$ cat config.mk
export PLATFORM = sky130hd
export DESIGN_NAME = lsu_mem_ctrl
export DESIGN_NICKNAME = d
export VERILOG_FILES = /design/src/rtl/lsu_mem_ctrl.sv
export SDC_FILE = /design/constraint.sdc
export NUM_CORES = 1
export LEC_CHECK = 0
export ABC_CLOCK_PERIOD_IN_PS = 2800
export BUFFER_PORTS_ARGS = -buffer_cell sky130_fd_sc_hd__buf_2
export CAP_MARGIN = 5
export CELL_PAD_IN_SITES_DETAIL_PLACEMENT = 1
export CELL_PAD_IN_SITES_GLOBAL_PLACEMENT = 2
export CORE_UTILIZATION = 33
export DETAILED_ROUTE_END_ITERATION = 10
export PLACE_DENSITY = 0.8
export SETUP_SLACK_MARGIN = 0.1
export SKIP_CTS_REPAIR_TIMING = 1
export SLEW_MARGIN = 20
export SYNTH_ARGS = -nofsm -noshare
export SYNTH_HDL_FRONTEND = slang
export SYNTH_SLANG_ARGS = --single-unit
$ cat constraint.sdc
create_clock -name clk -period 2.8 [get_ports clk]
set_input_delay 0.28 -clock clk [delete_from_list [all_inputs] [get_ports clk]]
set_output_delay 0.28 -clock clk [all_outputs]
set_load 0.005 [all_outputs]
$ cat src/rtl/lsu_mem_ctrl.sv
// Load/store control stage between EX/MEM and the data memory: accepts one
// request at a time, checks it, sequences the access and returns a registered result.
module lsu_mem_ctrl #(
    parameter int unsigned WAIT_CYCLES = 0,
    parameter int unsigned CNT_W       = 4
) (
    input  logic        clk,
    input  logic        rstn,
    input  logic        req_valid,
    output logic        req_ready,
    input  logic        req_is_load,
    input  logic        req_is_store,
    input  logic [2:0]  req_funct3,
    input  logic [31:0] req_addr,
    input  logic [31:0] req_wdata,
    input  logic [4:0]  req_rd,
    input  logic        flush,
    output logic        busy,
    output logic [31:0] dm_addr,
    output logic        dm_we,
    output logic [2:0]  read_type,
    output logic [1:0]  write_type,
    output logic [31:0] dm_din,
    input  logic [31:0] dm_dout,
    output logic        wb_valid,
    output logic [4:0]  wb_rd,
    output logic [31:0] wb_data,
    output logic        wb_exc,
    output logic [31:0] wb_exc_addr
);

    localparam int unsigned AW = 32;
    localparam int unsigned DW = 32;
    localparam int unsigned RW = 5;

    typedef enum logic [1:0] {
        IDLE   = 2'd0,
        ACCESS = 2'd1,
        FAULT  = 2'd2
    } state_t;

    state_t         state_q, state_d;
    logic [CNT_W-1:0] cnt_q;
    logic [AW-1:0]  addr_q;
    logic [RW-1:0]  rd_q;
    logic           is_load_q;
    logic           is_store_q;

    logic           legal;
    logic           misaligned;
    logic           req_ok;
    logic [2:0]     rtype_dec;
    logic [1:0]     wtype_dec;
    logic           accept;
    logic           done_ok;
    logic           done_exc;

    // funct3 decode and alignment check on the presented request
    always_comb begin
        legal      = 1'b0;
        misaligned = 1'b0;
        rtype_dec  = 3'd0;
        wtype_dec  = 2'd0;
        if (req_is_load && !req_is_store) begin
            case (req_funct3)
                3'b000: begin legal = 1'b1; rtype_dec = 3'd1; end
                3'b001: begin legal = 1'b1; rtype_dec = 3'd3; misaligned = req_addr[0]; end
                3'b010: begin legal = 1'b1; rtype_dec = 3'd0; misaligned = |req_addr[1:0]; end
                3'b100: begin legal = 1'b1; rtype_dec = 3'd2; end
                3'b101: begin legal = 1'b1; rtype_dec = 3'd4; misaligned = req_addr[0]; end
                default: legal = 1'b0;
            endcase
        end else if (req_is_store && !req_is_load) begin
            case (req_funct3)
                3'b000: begin legal = 1'b1; wtype_dec = 2'd1; end
                3'b001: begin legal = 1'b1; wtype_dec = 2'd2; misaligned = req_addr[0]; end
                3'b010: begin legal = 1'b1; wtype_dec = 2'd0; misaligned = |req_addr[1:0]; end
                default: legal = 1'b0;
            endcase
        end
        req_ok = legal && !misaligned;
    end

    // next-state and completion strobes; flush abandons any outstanding access
    always_comb begin
        state_d  = state_q;
        accept   = 1'b0;
        done_ok  = 1'b0;
        done_exc = 1'b0;
        case (state_q)
            IDLE: begin
                if (req_valid && !flush) begin
                    accept  = 1'b1;
                    state_d = req_ok ? ACCESS : FAULT;
                end
            end
            ACCESS: begin
                if (flush) begin
                    state_d = IDLE;
                end else if (cnt_q == '0) begin
                    state_d = IDLE;
                    done_ok = 1'b1;
                end
            end
            FAULT: begin
                state_d  = IDLE;
                done_exc = !flush;
            end
            default: state_d = IDLE;
        endcase
    end

    always_ff @(posedge clk or negedge rstn) begin
        if (!rstn) state_q <= IDLE;
        else       state_q <= state_d;
    end

    assign req_ready = (state_q == IDLE);
    assign busy      = (state_q != IDLE);
    // write strobe is combinational so a flush or reset can kill it within the cycle
    assign dm_we     = (state_q == ACCESS) && (cnt_q == '0) && is_store_q && !flush;

    always_ff @(posedge clk or negedge rstn) begin
        if (!rstn) begin
            cnt_q       <= '0;
            addr_q      <= '0;
            rd_q        <= '0;
            is_load_q   <= 1'b0;
            is_store_q  <= 1'b0;
            dm_addr     <= '0;
            dm_din      <= '0;
            read_type   <= '0;
            write_type  <= '0;
            wb_valid    <= 1'b0;
            wb_rd       <= '0;
            wb_data     <= '0;
            wb_exc      <= 1'b0;
            wb_exc_addr <= '0;
        end else begin
            wb_valid <= 1'b0;
            if (accept) begin
                addr_q     <= req_addr;
                rd_q       <= req_rd;
                is_load_q  <= req_is_load;
                is_store_q <= req_is_store;
                cnt_q      <= CNT_W'(WAIT_CYCLES);
                if (req_ok) begin
                    dm_addr    <= req_addr;
                    dm_din     <= req_wdata;
                    read_type  <= rtype_dec;
                    write_type <= wtype_dec;
                end
            end else if ((state_q == ACCESS) && (cnt_q != '0)) begin
                cnt_q <= cnt_q - CNT_W'(1);
            end
            if (done_ok) begin
                wb_valid <= 1'b1;
                wb_exc   <= 1'b0;
                wb_rd    <= is_load_q ? rd_q : RW'(0);
                wb_data  <= is_load_q ? dm_dout : DW'(0);
            end
            if (done_exc) begin
                wb_valid    <= 1'b1;
                wb_exc      <= 1'b1;
                wb_exc_addr <= addr_q;
                wb_rd       <= '0;
                wb_data     <= '0;
            end
        end
    end

endmodule

[Yosys cells after proc, flatten, opt, wreduce, memory -nomap -nowiden]
Index checks and enable logic that the tools add are counted.
Cells by class
  reductions and logical operators: 25
  equal/unequal tests: 8
  muxes and demuxes: 36
  $add $sub $neg: 1
Operators with widths (count)
  $mux 32: 3
  $mux 1: 16
  $mux 5: 3
  $mux 2: 6
  $pmux 3 s4: 1
  $logic_and 1x1->1: 8
  $mux 4: 2
  $pmux 2 s2: 2
  $eq 3x3->1 const B: 2
  $reduce_bool 2->1: 3
  $reduce_or 5->1: 1
  $logic_not 1->1: 4
  $logic_not 4->1: 1
  $pmux 1 s2: 2
  $reduce_and 2->1: 2
  $reduce_bool 4->1: 1
  $reduce_or 2->1: 2
  $sub 4x1->4 const B: 1
  $eq 3x1->1 const B: 1
  $eq 3x2->1 const B: 1
  $logic_not 3->1: 1
  $mux 3: 1
  $ne 3x3->1 const B: 1
  $reduce_or 3->1: 1
  other kinds (4): 4
Storage, ports and cells
  output and inout bits: 143
  word-level logic and storage cells: 85
  flip-flop bits (word level): 185

[Longest topological paths before layout]
  word-level depth: 9
  depth in mapped cells: 8

[Worst setup path before layout]
No wires, ideal clock.
  kind: register -> register
  start point: reg cnt_q[0]
  end point: reg wb_data[16]
  period minus slack after synthesis: 1.984 ns
  setup time: 0.121 ns
  required time: 2.679 ns
  arrival time: 1.863 ns
  path buffers: 2
  cell stages (with the launch flop): 9
  path slack: 0.816 ns
  cells stage by stage: dfrtp_1 inv_1 ha_1 or3b_2 nor3_2 nor2_1 buf_2 buf_6 a22o_1
Between the ends
  word-level cells in the longest chain between the ends: 5
RTL lines
  from (decl): line 43  | logic [CNT_W-1:0] cnt_q;
  from (signal assigned): line 146  | cnt_q <= CNT_W'(WAIT_CYCLES);
  from (signal assigned): line 154  | cnt_q <= cnt_q - CNT_W'(1);
  $logic_not 4->1: line 100  | end else if (cnt_q == '0) begin
  $mux 1: line 100
  $mux 1: line 98  | if (flush) begin
  $mux 1: line 90  | case (state_q)
  $reduce_bool 2->1 (no source line)
  to (signal assigned): line 160  | wb_data <= is_load_q ? dm_dout : DW'(0);
  to (decl): line 27  | output logic [31:0] wb_data,
Every way passes these cells.
A chain may end at the register's enable or synchronous reset.

[Worst setup path in the final report]
  start point: reg cnt_q[1]
  end point: out dm_we
Between the ends
  word-level cells in the longest chain between the ends: 4
RTL lines
  $logic_not 4->1: line 121  | assign dm_we = (state_q == ACCESS) && (cnt_q == '0) && is_store_q && !flush;
  $logic_and 1x1->1 (3 in series): line 121
  to (decl): line 20  | output logic dm_we,
Every way passes these cells.

==> summary.md <==
| Metric | Value |
|---|---|
| Synth area leader | dfrtp_1 |
| Slack of the critical path | 410 ps |
| Num CTS Buffers | 17 |
| Critical path arrival | 2110 ps |
| CP startpoint kind | flop |
| Status | complete, no violations |
| Port bufs | 252 |
| Unrepaired setup endpoints after global routing | false |
| DRC | 0 |
| Min-delay src | req_wdata[25] |
| Fin. Hold Viols | 0 |
| First-pass GRT wire length | 29200 um |
| Peak supply drop | 0.385 mV |
| Std cell rows | 53 |
| Flops & latches, synth | 185 |
| Register area share after synthesis | 64.8% |
| CTS tree | done |
| Crit share post-route | 85.3% |
| R2R setup slack | 540 ps |
| # IOs | 253 |
| Reg2Reg Depth | 7 |
| CTS max path bufs | 2 |
| Ant diodes | 0 |
| Crit path time final | 2390 ps |
| Core area | 21200 um^2 |
| Grt ovf | 0 |
| Initial core utilization | 33.8% |
| Overall routed net length | 18400 um |
| All-Layer GR Usage | 17.2% |
| Mapped Area | 7140 um^2 |
| Largest net degree at the start of global routing | 68 |
| Worst min path class | in -> reg |
| Yosys warns | 0 |
| DP Worst Slack | 579 ps |
| Syn Nets | 554 |
| Top FF cell, synth | dfrtp_1 |
| Max Fclk | 418 MHz |
| Area growth syn-to-layout | 30.6% |
| Critical path cell sequence | inv_1 > ha_1 > or3b_2 > nor3_2 > and2_1 > buf_2 |
| Synth unique cells | 38 |
| Critical path endpoint category | output port |
| Worst-Skew Late Latency | 420 ps |
| ANT nets after route | 0 |
| Fraction of layout instances using a drive strength above 1 | 61.6% |
| CP required | 2520 ps |
| Nets | 814 |
| Worst reg2reg startpoint | cnt_q[1]$_DFFE_PN0P_ |
| Crit Path Max Fanout | 4 |
| Post-synth EDFFs | 0 |
| Number of global-route vias before repair | 5272 |
| DR iter-0 viols | 141 |
| Critical path type | reg -> out |
| CP max stage delay | 470 ps |
| Slowest CP cell | or3b_2 |
| Die Y | 149 um |
| Final setup TNS | 0 ps |
| Ys async rst share | 100% |
| Lkg Pwr | 4.65 nW |
| Via density | 4.78 |
| Initial antenna violation count | 1 |
| Post-synthesis area per instance | 16.1 um^2 |
| DR pass1 iterations | 4 |
| Power consumption | 7.86 mW |
| Worst setup startpoint | cnt_q[1]$_DFFE_PN0P_ |
| Synth area leaders | dfrtp_1, mux2_2, mux2_4, a22o_1, buf_6 |
| Normalized max-slew margin | 56.7% |
| CTS root buffer | clkbuf_16 |
| Pins Over Slew Limit | 0 |
| Die W | 149 um |
| Hold Crit Depth | 2 |
| Worst-margin pin slew | 650 ps |
| Post-DR wirelength/cell | 18.6 um |
| H-tree Lvls | 4 |
| PwrDens | 842 nW/um^2 |
| Max_cap viols | 0 |
| Vias | 4740 |
| Area share of the largest cell type after synthesis | 64.8% |
| Die area | 22200 um^2 |
| DP Wirelength | 13200 um |
| Setup Skew | 13.9 ps |
| Placer Congestion | 0.803 |
| Endpoints failing setup | 0 |
| Clk slew on worst S/H paths | 80 ps |
| Clock sinks | 185 |
| RR Endpoint | wb_data[21]$_DFFE_PN0P_ |
| Hold EP | dm_din[25]$_DFFE_PN0P_ |
| Cells after Synth | 443 |
cell type report:
class                   instances  area, um^2
fillers                      2189       11800
flip-flops and latches        185        4630
multi-input cells             228        2350
repair buffers                264        1400
clock buffers                  19         453
well taps                     275         344
clock inverters                13         129
inverters                       7        26.3
flip-flops by register name, indices dropped and copies added, names as in the netlist, 4 cells and up:
register     cells
wb_rd            5
rd_q             5
dm_din          32
wb_data         32
addr_q          32
cnt_q            4
dm_addr         32
wb_exc_addr     32
cells by family after synthesis:
| group | after synthesis | share of synthesized area, % |
|---|---|---|
| flops | 185 | 64.8 |
| fa+ha+maj | 1 | 0.175 |
| xor+xnor | 5 | 0.613 |
| simple gates | 34 | 2.87 |
| buf+inv | 30 | 2.56 |
| mux | 137 | 23.1 |
| compound gates | 51 | 5.85 |
metal layers:
| metal | vias to the layer above | track usage, % | wire, um |
|---|---|---|---|
| met5 | - | 0 | 12 |
| met4 | 2 | 4.39 | 154 |
| met3 | 13 | 6.61 | 1630 |
| met2 | 192 | 28.8 | 8970 |
| met1 | 2426 | 20.5 | 7620 |
| li1 | 2107 | - | - |
cells in the final DEF (no fill, tap or decap), drive strengths merged:
cell,netlist,layout
buf,19,263
dfrtp,185,185
mux2,137,137
a22o,37,37
clkbuf,4,19
inv,7,13
nor2,11,11
o21ai,6,6
clkinv,0,5
xnor2,4,4
nor3,4,4
nand2b,3,3
and2,2,2
nor2b,2,2
o21a,2,2
nand2,2,2
nand3,2,2
clkinvlp,0,2
nor3b,2,2
a21oi,2,2
or3b,1,1
xor2,1,1
nand4bb,1,1
a41oi,1,1
nor4b,1,1
and3b,1,1
o22ai,1,1
o21bai,1,1
nor4,1,1
and3,1,1
a2bb2oi,1,1
ha,1,1
dlygate4sd3,0,1
worst max-delay path: cells and delay by family, from the launching register on:
kind,cells,cell delay [ps]
simple gates,3,930
buf+inv,2,210
flops,1,410
fa+ha+maj,1,150
how the worst max path moves through the flow:
stage                               to  slack, ps
6_report                         dm_we        410
5_1_grt                          dm_we        270
4_1_cts                          dm_we        360
3_5_place_dp   wb_data[23]$_DFFE_PN0P_        580
3_3_place_gp      wb_rd[0]$_DFFE_PN0P_        670
2_1_floorplan  wb_data[16]$_DFFE_PN0P_        820
cell usage after synthesis, drive strengths merged, types with 2 or more instances:
cell type	count
dfrtp	185
mux2	137
clkbuf	4
a21oi	2
nand2	2
nor3b	2
buf	19
o21a	2
nand3	2
a22o	37
xnor2	4
nor3	4
inv	7
and2	2
nor2	11
o21ai	6
nor2b	2
nand2b	3
per-stage QoR:
stage          util, %  hold WS [ps]  std cells  area, um^2
2_1_floorplan        -         -15.6        443        7140
3_3_place_gp      41.3           300        958        8740
3_5_place_dp      41.3           309        958        8740
4_1_cts           44.1          -156        990        9320
5_1_grt           44.1          67.2        991        9330
6_report          44.1          82.5        991        9330
power breakdown:
group	switching (mW)	total [mW]	internal, mW
combinational	0.699	1.75	1.05
sequential	0.380	3.75	3.37
clock	1.12	2.35	1.23
total	2.20	7.86	5.66
No activity file was read; power rests on OpenSTA's default activity.
